**config.mk**
```make
export PLATFORM = sky130hd
export DESIGN_NAME = score_display
export DESIGN_NICKNAME = d
export VERILOG_FILES = /design/src/rtl/score_display_pkg.sv /design/src/rtl/score_display_bin2bcd.sv /design/src/rtl/score_display.sv
export SDC_FILE = /design/constraint.sdc
export NUM_CORES = 1
export LEC_CHECK = 0
export BUFFER_PORTS_ARGS = -buffer_cell sky130_fd_sc_hd__buf_4
export CORE_MARGIN = 1.5
export CORE_UTILIZATION = 50
export DETAILED_ROUTE_END_ITERATION = 8
export PLACE_DENSITY_LB_ADDON = 0.05
export SLEW_MARGIN = 10
export SYNTH_ARGS = -nofsm -noshare
export SYNTH_HDL_FRONTEND = slang
export SYNTH_HIERARCHICAL = 1
export SYNTH_SLANG_ARGS = --single-unit
```
**constraint.sdc**
```tcl
create_clock -name clk -period 2.54 [get_ports clk]
set_input_delay 0.381 -clock clk [delete_from_list [all_inputs] [get_ports clk]]
set_output_delay 0.381 -clock clk [all_outputs]
set_load 0.01 [all_outputs]
```
**src/rtl/score_display_pkg.sv**
```systemverilog
// Shared constants and types for the four-digit score display.
// Segment patterns are active-low, bit 0 = ca ... bit 6 = cg.
package score_display_pkg;

  localparam logic [6:0] SEG_0     = 7'b1000000;
  localparam logic [6:0] SEG_1     = 7'b1111001;
  localparam logic [6:0] SEG_2     = 7'b0100100;
  localparam logic [6:0] SEG_3     = 7'b0110000;
  localparam logic [6:0] SEG_4     = 7'b0011001;
  localparam logic [6:0] SEG_5     = 7'b0010010;
  localparam logic [6:0] SEG_6     = 7'b0000010;
  localparam logic [6:0] SEG_7     = 7'b1111000;
  localparam logic [6:0] SEG_8     = 7'b0000000;
  localparam logic [6:0] SEG_9     = 7'b0010000;
  localparam logic [6:0] SEG_BLANK = 7'b1111111;

  localparam logic [13:0] MAX_DISPLAY = 14'd9999;
  localparam int          CONV_BITS   = 14;

  typedef enum logic {
    IDLE = 1'b0,
    CONV = 1'b1
  } state_t;

  function automatic logic [6:0] seg_encode(input logic [3:0] nib);
    logic [6:0] s;
    s = SEG_BLANK;
    case (nib)
      4'd0:    s = SEG_0;
      4'd1:    s = SEG_1;
      4'd2:    s = SEG_2;
      4'd3:    s = SEG_3;
      4'd4:    s = SEG_4;
      4'd5:    s = SEG_5;
      4'd6:    s = SEG_6;
      4'd7:    s = SEG_7;
      4'd8:    s = SEG_8;
      4'd9:    s = SEG_9;
      default: s = SEG_BLANK;
    endcase
    return s;
  endfunction

endpackage

```
**src/rtl/score_display_bin2bcd.sv**
```systemverilog
// Sequential double-dabble converter: one input bit per cycle, MSB first.
// bcd/done present the finished result during the last CONV cycle.
module bin2bcd_seq
  import score_display_pkg::*;
(
  input  logic        clk,
  input  logic        rst,
  input  logic        start,
  input  logic [13:0] bin,
  output logic        busy,
  output logic        done,
  output logic [15:0] bcd
);

  state_t      state_q, state_d;
  logic [13:0] sh_q, sh_d;
  logic [14:0] acc_q, acc_d;
  logic [3:0]  cnt_q, cnt_d;
  logic [14:0] adj;
  logic [15:0] shifted;

  function automatic logic [3:0] add3(input logic [3:0] n);
    return (n >= 4'd5) ? n + 4'd3 : n;
  endfunction

  // Inputs are <= 9999, so the thousands digit is at most 4 before the
  // final shift and never needs adjusting; its top bit is still zero.
  always_comb begin
    adj     = {acc_q[14:12], add3(acc_q[11:8]),
               add3(acc_q[7:4]), add3(acc_q[3:0])};
    shifted = {adj, sh_q[13]};
  end

  always_comb begin
    state_d = state_q;
    sh_d    = sh_q;
    acc_d   = acc_q;
    cnt_d   = cnt_q;
    done    = 1'b0;
    case (state_q)
      IDLE: begin
        if (start) begin
          sh_d    = bin;
          acc_d   = '0;
          cnt_d   = '0;
          state_d = CONV;
        end
      end
      CONV: begin
        sh_d  = {sh_q[12:0], 1'b0};
        acc_d = shifted[14:0];
        cnt_d = cnt_q + 4'd1;
        if (cnt_q == 4'(CONV_BITS - 1)) begin
          done    = 1'b1;
          state_d = IDLE;
        end
      end
      default: state_d = IDLE;
    endcase
  end

  always_ff @(posedge clk) begin
    if (rst) begin
      state_q <= IDLE;
      sh_q    <= '0;
      acc_q   <= '0;
      cnt_q   <= '0;
    end else begin
      state_q <= state_d;
      sh_q    <= sh_d;
      acc_q   <= acc_d;
      cnt_q   <= cnt_d;
    end
  end

  assign busy = (state_q == CONV);
  assign bcd  = shifted;

endmodule

```
**src/rtl/score_display.sv**
```systemverilog
// Four-digit multiplexed 7-segment score display with saturating
// binary input, sequential BCD conversion and leading-zero blanking.
module score_display
  import score_display_pkg::*;
#(
  parameter int REFRESH_DIV = 100000,
  parameter int BLANK_LZ    = 1
) (
  input  logic        clk,
  input  logic        rst,
  input  logic [13:0] value,
  input  logic        load,
  output logic        busy,
  output logic [3:0]  an,
  output logic [6:0]  seg,
  output logic        dp
);

  localparam int CW = (REFRESH_DIV > 1) ? $clog2(REFRESH_DIV) : 1;
  localparam logic [CW-1:0] CNT_LAST = CW'(REFRESH_DIV - 1);

  logic [13:0]   bin_sat;
  logic          start;
  logic          conv_done;
  logic [15:0]   conv_bcd;

  logic [15:0]   disp_q, disp_d;
  logic [CW-1:0] cnt_q, cnt_d;
  logic [1:0]    idx_q, idx_d;
  logic [3:0]    an_q, an_d;
  logic [6:0]    seg_q, seg_d;
  logic [3:0]    nib;
  logic          blank;

  assign start   = load & ~busy;
  assign bin_sat = (value > MAX_DISPLAY) ? MAX_DISPLAY : value;

  bin2bcd_seq u_conv (
    .clk   (clk),
    .rst   (rst),
    .start (start),
    .bin   (bin_sat),
    .busy  (busy),
    .done  (conv_done),
    .bcd   (conv_bcd)
  );

  always_comb begin
    disp_d = conv_done ? conv_bcd : disp_q;
    cnt_d  = cnt_q + CW'(1);
    idx_d  = idx_q;
    if (cnt_q == CNT_LAST) begin
      cnt_d = '0;
      idx_d = idx_q + 2'd1;
    end
  end

  always_comb begin
    nib   = disp_q[3:0];
    blank = 1'b0;
    unique case (idx_q)
      2'd0: nib = disp_q[3:0];
      2'd1: begin
        nib   = disp_q[7:4];
        blank = (disp_q[15:4] == 12'd0);
      end
      2'd2: begin
        nib   = disp_q[11:8];
        blank = (disp_q[15:8] == 8'd0);
      end
      2'd3: begin
        nib   = disp_q[15:12];
        blank = (disp_q[15:12] == 4'd0);
      end
    endcase
    an_d  = ~(4'b0001 << idx_q);
    seg_d = (blank && (BLANK_LZ != 0)) ? SEG_BLANK : seg_encode(nib);
  end

  always_ff @(posedge clk) begin
    if (rst) begin
      disp_q <= '0;
      cnt_q  <= '0;
      idx_q  <= '0;
      an_q   <= 4'b1111;
      seg_q  <= SEG_BLANK;
    end else begin
      disp_q <= disp_d;
      cnt_q  <= cnt_d;
      idx_q  <= idx_d;
      an_q   <= an_d;
      seg_q  <= seg_d;
    end
  end

  assign an  = an_q;
  assign seg = seg_q;
  assign dp  = 1'b1;

endmodule

```
==> impl_metrics.csv <==
group,metric,value,unit
sta,final-max-slew-violation-count,0,
yosys,ys.flop_type,"dfxtp_1",
sta,tightestPinTransition,0.5655,ns
floorplan,die_y,92.21,microns
critical_path,critPathLaunchType,"register",
drt,top_layer,"met4",
yosys,syn_avg_cell_area,9.043,sq um
drt,wl_per_cell,13.41,microns
yosys,synth_nets,474,
final_layout,drive_gt1_share,12.99,%
sta,rsz0062_at_grt,"no",
clocking,cts_made_buffers,9,
critical_path,end_kind,"register",
final_layout,ff_latch_area,1602,sq um
drt,wl_met3,273,microns
critical_path,r2r_start,"idx_q[0]",
sta,fin_worst_skew,0.007705,ns
place,place_congestion,0.8083,
sta,timing.final.crit_share,83.84,%
drt,wl_met1,3741,microns
clocking,clock_path_buffers,2,
floorplan,pin_count,30,
sta,setup_tns,0,ns
sta,fmax,0.4696,GHz
drt,drt-total-wl,7563,microns
grt,grt_pass1_wl,13230,microns
grt,grt_max_degree,43,
yosys,synth_top_area_share,40.25,%
grt,overflow,0,
floorplan,die_area,8502,sq um
pwr,powerDensity,556.8,nW/um^2
critical_path,arrival,2.33,ns
run_status,run_status,"completed",
final_layout,area_growth,11.10,%
sta,slew_headroom,62.30,%
clocking,clock_tree.root_cell,"clkbuf_8",
yosys,synth_cell_types,50,
yosys,yosysSeqAreaShare,40.25,%
critical_path,crit_required,2.75,ns
floorplan,rows,32,
sta,finalHoldViolations,0,
yosys,ys_seq_elements,80,
yosys,ys_top_cells_by_count,"dfxtp_1, nor2_1, mux2i_1, a21oi_1, nand2b_1",
floorplan,initial_utilization,51.49,%
yosys,synth_area,3979,sq um
place,dpl.hpwl,5223,microns
critical_path,r2r_cells,6,
yosys,synthCells,440,
yosys,synth_edf_count,0,
grt,grt_antenna_before_repair,0,
final_layout,fillers,739,
critical_path,worst-setup-path-type,"reg2reg",
place,numPortBuffers,28,
final_layout,multi_input_area,2158,sq um
job,max_cap_viol_count,0,
grt,grt_usage,19.35,%
grt,grt_pass1_vias,2835,
drt,wl_met2,3490,microns
final_layout,fin_nets,492,
pwr,peakVddDrop,0.2957,mV
min_path,hp-start,"value[13]",
sta,setup_viol_count_final,0,
drt,drc_errors,0,
clocking,path_clk_slew,0.08,ns
critical_path,r2r_slack,0.41,ns
pwr,leakage,0.001711,uW
drt,antenna_left,0,
pwr,power,2462,uW
yosys,yosys.cell_count.top_type,"dfxtp_1",
floorplan,die_w,92.21,microns
min_path,whs_path_depth,5,
floorplan,core_area,7727,sq um
drt,drtIter0Drc,155,
clocking,cts_sinks,80,
clocking,cts.repair.resized,0,
drt,vias,3057,
drt,drt-vias-per-instance,5.420,
yosys,ys_warn_count,6,
yosys,postSynth.asyncResetShare,0,%
yosys,synthTopCellsByArea,"dfxtp_1, mux2i_1, nor2_1",
yosys,synth.largest_area_cell,"dfxtp_1",
critical_path,path_max_fanout,7,
min_path,hold_path_end,"u_conv/sh_q[13]",
sta,period_needed,2.129,ns
clocking,htreeDepth,3,
final_layout,num_antenna_cells,0,
clocking,post_cts_buffers,0,
drt,firstDrtPassIters,7,
clocking,clock_latency,0.34,ns
min_path,hp-class,"in2reg",
clocking,cts_hold_buf,0,
clocking,cts_tree,"built",
critical_path,timing.rr.end,"seg[3]",
-- state kept, by name (all words and copies together) (netlist names) --
signal	flops
cnt_q	17
disp_q	16
u_conv/acc_q	15
u_conv/sh_q	14
seg	7
an	4
u_conv/cnt_q	4
idx_q	2
u_conv/busy	1
-- power by group --
part           switching (uW)  internal (uW)  total [uW]
sequential               21.3           1280        1300
combinational             110           83.5         194
clock                     434            530         964
total                     565           1900        2460
-- logic make-up (layout without fill, tap and decap cells) --
| kind of cell | count (synthesis) | count (layout) | share of synthesized area (%) |
|---|---|---|---|
| AND/OR/NAND/NOR | 163 | 163 | 21.51 |
| flip-flops | 80 | 80 | 40.25 |
| AO/OA/AOI/OAI | 78 | 78 | 13.59 |
| buffers and inverters | 45 | 67 | 5.566 |
| multiplexers | 41 | 41 | 10.35 |
| adder cells (fa/ha/maj) | 17 | 17 | 5.346 |
| XOR/XNOR | 15 | 15 | 3.302 |
| other | 1 | 1 | 0.09425 |
-- layer usage --
layer  vias to the layer above  global-route usage, %
met2                        58                  30.56
met1                      1425                  26.26
met5                         -                      0
met4                         0                  7.821
li1                       1568                      -
met3                         6                  3.151
-- area by class of cell --
class	count	area share, %
clock buffer	13	3.821
timing repair buffer	35	5.944
inverter	17	1.444
sequential	80	36.23
tap	102	2.887
clock inverter	2	0.8491
multi-input combinational	315	48.83
-- layout by cell type (no fill, tap or decap), drive strengths merged, types with 2 or more instances in the layout --
cell    netlist  layout
dfxtp        80      80
nor2         70      70
mux2i        40      40
buf          20      35
a21oi        31      31
nand2b       22      22
ha           17      17
inv          16      16
o21ai        15      15
clkbuf        8      13
nand2        12      12
nor3         12      12
xor2          9       9
nand4         7       7
nand3         6       6
xnor2         6       6
a32o          6       6
nor3b         6       6
nor4          5       5
and2          5       5
nor2b         5       5
a222oi        4       4
and3          4       4
o31ai         3       3
a211oi        3       3
o211ai        3       3
o41ai         3       3
or4           2       2
and4          2       2
o21a          2       2
or3           2       2
-- worst max path at each step --
stage / start / endpoint / slack, ns / depth (start not counted)
after floorplan: idx_q[0] / seg[1] / 0.67 / 7
after detailed placement: idx_q[0] / seg[1] / 0.42 / 7
after global placement: idx_q[0] / seg[3] / 0.53 / 6
final: idx_q[0] / seg[3] / 0.41 / 6
after global routing: idx_q[0] / seg[6] / 0.17 / 7
after CTS: idx_q[0] / seg[1] / 0.40 / 7
-- critical path: stages (launching register included) --
cell,delay (ns)
dfxtp_1,0.36
inv_1,0.10
ha_1,0.29
a222oi_1,0.46
a21oi_1,0.25
a211oi_1,0.39
o211ai_1,0.15
-- per-stage QoR --
stage,setup slack [ns],cells,hold slack (ns),area [sq um],util (%)
4_1_cts,0.3999,564,0.4237,4420,57.21
5_1_grt,0.1704,564,0.4700,4420,57.21
3_3_place_gp,0.5281,549,0.4228,4214,54.53
6_report,0.4106,564,0.4384,4420,57.21
3_5_place_dp,0.4193,549,0.4388,4214,54.53
2_1_floorplan,0.6656,440,0.4129,3979,-
No activity file was read; power rests on OpenSTA's default activity.
